File: src/rtl/commit_dests.sv
// Commits a two-destination result bundle to the x86 register file and/or a memory write port.
// Fixed four-state sequence; memory destinations stall in their state until the write handshake.
module commit_dests (
   input  logic        clk,
   input  logic        rst,
   input  logic        in_valid,
   output logic        in_ready,
   input  logic [1:0]  dest0_kind,
   input  logic [1:0]  dest1_kind,
   input  logic [31:0] dest0_sel,
   input  logic [31:0] dest1_sel,
   input  logic [31:0] res0,
   input  logic [31:0] res1,
   input  logic        reg_1byte,
   input  logic        prefix_operand_16bit,
   output logic [31:0] eax,
   output logic [31:0] ecx,
   output logic [31:0] edx,
   output logic [31:0] ebx,
   output logic [31:0] esp,
   output logic [31:0] ebp,
   output logic [31:0] esi,
   output logic [31:0] edi,
   output logic        mem_wr_valid,
   input  logic        mem_wr_ready,
   output logic [31:0] mem_wr_addr,
   output logic [31:0] mem_wr_data,
   output logic [3:0]  mem_wr_be,
   output logic        commit_done,
   output logic        kind_err
);

   typedef enum logic [1:0] {StIdle, StWr0, StWr1, StDone} state_t;

   localparam logic [1:0] KindReg = 2'b01;
   localparam logic [1:0] KindMem = 2'b10;
   localparam logic [1:0] KindBad = 2'b11;

   state_t      state_q;
   logic [1:0]  kind0_q, kind1_q;
   logic [31:0] sel0_q, sel1_q, res0_q, res1_q;
   logic        byte_q, half_q;
   logic [31:0] gpr_q [8];

   logic        in_wr, advance;
   logic [1:0]  cur_kind;
   logic [31:0] cur_sel, cur_res, wr_val;
   logic [2:0]  wr_idx;

   assign in_wr    = (state_q == StWr0) || (state_q == StWr1);
   assign cur_kind = (state_q == StWr1) ? kind1_q : kind0_q;
   assign cur_sel  = (state_q == StWr1) ? sel1_q  : sel0_q;
   assign cur_res  = (state_q == StWr1) ? res1_q  : res0_q;

   // Outputs decode only registered state, so an async reset clears them at once.
   assign in_ready     = (state_q == StIdle);
   assign commit_done  = (state_q == StDone);
   assign mem_wr_valid = in_wr && (cur_kind == KindMem);
   assign mem_wr_addr  = mem_wr_valid ? cur_sel : '0;
   assign mem_wr_data  = mem_wr_valid ? cur_res : '0;
   assign mem_wr_be    = !mem_wr_valid ? 4'b0000 :
                         byte_q        ? 4'b0001 :
                         half_q        ? 4'b0011 : 4'b1111;
   assign advance      = !mem_wr_valid || mem_wr_ready;

   // Byte writes to sel 4-7 land in bits [15:8] of eax..ebx (AH..BH).
   always_comb begin
      wr_idx = cur_sel[2:0];
      if (byte_q) wr_idx = {1'b0, cur_sel[1:0]};
      wr_val = gpr_q[wr_idx];
      if (byte_q) begin
         if (cur_sel[2]) wr_val[15:8] = cur_res[7:0];
         else            wr_val[7:0]  = cur_res[7:0];
      end else if (half_q) begin
         wr_val[15:0] = cur_res[15:0];
      end else begin
         wr_val = cur_res;
      end
   end

   always_ff @(posedge clk or posedge rst) begin
      if (rst) begin
         state_q  <= StIdle;
         kind0_q  <= '0;
         kind1_q  <= '0;
         sel0_q   <= '0;
         sel1_q   <= '0;
         res0_q   <= '0;
         res1_q   <= '0;
         byte_q   <= 1'b0;
         half_q   <= 1'b0;
         kind_err <= 1'b0;
         for (int i = 0; i < 8; i++) gpr_q[i] <= '0;
      end else begin
         unique case (state_q)
            StIdle: begin
               if (in_valid) begin
                  kind0_q <= dest0_kind;
                  kind1_q <= dest1_kind;
                  sel0_q  <= dest0_sel;
                  sel1_q  <= dest1_sel;
                  res0_q  <= res0;
                  res1_q  <= res1;
                  byte_q  <= reg_1byte;
                  half_q  <= prefix_operand_16bit;
                  state_q <= StWr0;
               end
            end
            StWr0:   if (advance) state_q <= StWr1;
            StWr1:   if (advance) state_q <= StDone;
            StDone:  state_q <= StIdle;
            default: state_q <= StIdle;
         endcase
         if (in_wr && (cur_kind == KindReg)) gpr_q[wr_idx] <= wr_val;
         if (in_wr && (cur_kind == KindBad)) kind_err <= 1'b1;
      end
   end

   assign eax = gpr_q[0];
   assign ecx = gpr_q[1];
   assign edx = gpr_q[2];
   assign ebx = gpr_q[3];
   assign esp = gpr_q[4];
   assign ebp = gpr_q[5];
   assign esi = gpr_q[6];
   assign edi = gpr_q[7];

endmodule

File: config.mk
export PLATFORM = sky130hd
export DESIGN_NAME = commit_dests
export DESIGN_NICKNAME = d
export VERILOG_FILES = /design/src/rtl/commit_dests.sv
export SDC_FILE = /design/constraint.sdc
export NUM_CORES = 1
export LEC_CHECK = 0
export ABC_AREA = 1
export CORE_MARGIN = 8
export CORE_UTILIZATION = 53
export CTS_CLUSTER_DIAMETER = 120
export DETAILED_ROUTE_END_ITERATION = 12
export PLACE_DENSITY = 0.86
export SKIP_LAST_GASP = 1
export SYNTH_ARGS = -nofsm -noshare
export SYNTH_HDL_FRONTEND = slang
export SYNTH_SLANG_ARGS = --single-unit
File: constraint.sdc
create_clock -name clk -period 26 [get_ports clk]
set_input_delay 2.6 -clock clk [delete_from_list [all_inputs] [get_ports clk]]
set_output_delay 2.6 -clock clk [all_outputs]
set_load 0.005 [all_outputs]
==> summary.md <==
| Metric | Value |
|---|---|
| Status | `complete, no violations` |
| Mapped Area | `18100 um2` |
| Antenna Nets Post-Route | `0` |
| Syn_nets | `2169` |
| CTS Hold Bufs | `0` |
| FF-to-FF setup slack | `21.57 ns` |
| CTS tree | `yes` |
| H-Tree Depth | `2` |
| Number of top-level pins | `466` |
| LEAKAGE | `11.2 nW` |
| Final instance area | `24200 um2` |
| CP max stage delay | `0.59 ns` |
| Post-DR wirelength/cell | `22.5 um` |
| Initial antenna violation count | `6` |
| Initial Util | `0.539` |
| Pwr dens | `134 nW/um2` |
| Drt first pass iters | `5` |
| Synth cell types | `31` |
| Rel. slew slack | `0.108` |
| Final min period | `6.51 ns` |
| Worst reg2reg path depth | `12` |
| Capturing point of the worst reg2reg path | `ebp[5]` |
| Core area | `33600 um2` |
| Worst-path clk slew | `0.06 ns` |
| Syn Inst Count | `2027` |
| Crit Path Class | `reg -> out` |
| Layout fillers | `2439` |
| Worst Hold End | `esp[6]` |
| Nets | `2570` |
| Syn avg cell area | `8.94 um2` |
| Congestion Overflow GR | `0` |
| Die width | `201 um` |
| DRT Wirelength | `65.5 mm` |
| # clock sinks | `393` |
| Routability cong. | `0.965` |
| Critical path data arrival time | `3.91 ns` |
| Area after detailed placement | `22800 um2` |
| Number of buffers added on ports | `465` |
| Crit-path slowest cell | `buf_4` |
| Total Power | `3.23 mW` |
| Slew at the pin with the worst max-slew slack | `1.33 ns` |
| Post CTS Setup Buffer Count | `0` |
| Die area | `40300 um2` |
| First-pass GRT wire length | `100 mm` |
| Clock skew | `0.0218 ns` |
| CP Data Required Time | `23.40 ns` |
| Yosys reg bits | `393` |
| Period utilisation layout | `0.251` |
| Final slew viol count | `0` |
| Setup TNS | `0 ns` |
| Largest net degree at the start of global routing | `105` |
| CP startpoint | `state_q[0]` |
| Most common cell after layout, fill and taps aside | `nand2_1` |
| Synthesis Warnings | `0` |
| Hold path startpoint | `esp[6]` |
| Most frequent cells in the layout | `nand2_1, clkdlybuf4s50_1, dfrtp_1` |
| Most Frequent Cell on Critical Path | `buf_4` |
| Height of the die | `201 um` |
| Deepest clock path buffer count | `3` |
| RSZ-0062 raised after global routing | `no` |
| CP cell instances | `inv_1 -> ha_4 -> buf_4 -> inv_4 -> nand2_1 -> nand2_2 -> buf_4 -> nor2_1 -> clkdlybuf4s50_1` |
| Clock buffer count from CTS | `42` |
| Number of global-route vias before repair | `16851` |
| Worst reg2reg path startpoint | `state_q[0]` |
| Highest Clock Rate | `154 MHz` |
| Row count | `67` |
| Peak supply drop | `0.0000733 V` |
| Layout area overhead | `33.5%` |
| Hold WC Path Type | `reg -> reg` |
| Total number of vias | `16862` |
| Hold Fails Final Rpt | `0` |
| Share of cells above drive strength 1 | `0.118` |
| Max Cap Violations | `0` |
| Hold Crit Depth | `2` |
| Sequential area share after synthesis | `0.543` |
| CP max FO | `66` |
| DRC violations left | `0` |
| Clk root buf | `clkbuf_16` |
| Initial drt markers | `1744` |
| Worst Setup End Kind | `output port` |
| Worst skew pair latency | `0.54 ns` |
| Via-to-Cell Ratio | `5.80` |
| Cts repair resizes | `0` |
| Detail Placement HPWL | `45.4 mm` |
| Final setup fails | `0` |
| Crit start category | `register` |
| GRT Total Usage | `0.314` |
[stage by stage]
| step | setup WS (ns) | cells | hold slack [ns] | utilization |
|---|---|---|---|---|
| 5_1_grt | 19.29 | 2909 | 0.499 | 0.719 |
| 2_1_floorplan | 12.47 | 2027 | 0.468 | - |
| 3_3_place_gp | 20.17 | 2832 | 0.467 | 0.678 |
| 3_5_place_dp | 20.11 | 2832 | 0.474 | 0.678 |
| 6_report | 19.49 | 2909 | 0.488 | 0.719 |
| 4_1_cts | 19.54 | 2906 | 0.488 | 0.719 |
[worst max path at each step]
stage | cells after the start | to
after floorplan | 1 | byte_q
after detailed placement | 9 | mem_wr_addr[0]
after CTS | 9 | mem_wr_addr[0]
after global routing | 9 | mem_wr_addr[0]
final | 9 | mem_wr_addr[0]
after global placement | 9 | mem_wr_addr[0]
[registers in the layout (all words and copies together), names as in the netlist]
register and flops:
eax 32, ebp 32, ebx 32, ecx 32, edi 32, edx 32
esi 32, esp 32, res0_q 32, res1_q 32, sel0_q 32, sel1_q 32
kind0_q 2, kind1_q 2, state_q 2, byte_q 1, half_q 1, kind_err 1
[kinds of logic (layout without fill, tap and decap cells)]
kind of cell | count (synthesis) | after routing | synth area share
flops | 393 | 393 | 0.543
compound gates | 230 | 230 | 0.0654
simple gates | 1091 | 1091 | 0.254
mux | 143 | 143 | 0.0878
other cells | 0 | 3 | 0
fa+ha+maj | 4 | 4 | 0.00276
buf+inv | 166 | 597 | 0.0467
[where the power goes]
group / total, mW / internal, mW / switching [mW]
registers: 1.06 / 0.862 / 0.199
clock network: 0.605 / 0.358 / 0.247
logic: 1.57 / 0.655 / 0.910
total: 3.23 / 1.87 / 1.36
[synth_stat cells]
cell type	instances	area (um2)
o211ai_1	8	60.1
o21ai_2	1	8.76
nand2_4	4	45.0
clkbuf_1	37	139
nand3b_1	5	37.5
a21oi_1	62	310
nor2_1	99	372
mux2_2	127	1430
buf_4	8	60.1
buf_1	11	41.3
o21bai_1	2	15.0
inv_1	33	124
ha_1	4	50.1
o22ai_1	1	6.26
a21oi_2	1	8.76
inv_2	14	52.6
nand2_1	738	2770
o21ai_0	114	571
o21ai_1	41	205
nor2_4	9	101
nor3_4	1	16.3
nor2_2	1	6.26
or2_2	16	100
buf_6	18	203
nand3_2	7	70.1
buf_2	44	220
dfrtp_1	393	9830
inv_4	1	6.26
mux2i_1	16	160
nand3_1	185	926
nand2_2	26	163
[final cells by class]
| class | instances | area, um2 | share of cell area |
|---|---|---|---|
| antenna | 3 | 7.51 | 0.000310 |
| clock buffer | 55 | 1170 | 0.0484 |
| clock inverter | 19 | 216 | 0.00895 |
| inverter | 48 | 190 | 0.00786 |
| multi-input combinational | 1468 | 7470 | 0.309 |
| sequential | 393 | 9830 | 0.407 |
| tap | 448 | 561 | 0.0232 |
| timing repair buffer | 475 | 4730 | 0.196 |
[per-layer routing]
layer | global-route usage | share of wire | up-vias
li1 | - | - | 7417
met1 | 0.393 | 0.38 | 8181
met2 | 0.501 | 0.47 | 1060
met3 | 0.0910 | 0.11 | 198
met4 | 0.138 | 0.046 | 6
met5 | 0 | 0.00055 | -
[worst max-delay path: cells and delay by family (launching register included)]
| family | cells | cell delay, ns |
|---|---|---|
| fa+ha+maj | 1 | 0.32 |
| buf+inv | 5 | 2.03 |
| flops | 1 | 0.41 |
| simple gates | 3 | 0.49 |
No activity file was read; power rests on OpenSTA's default activity.
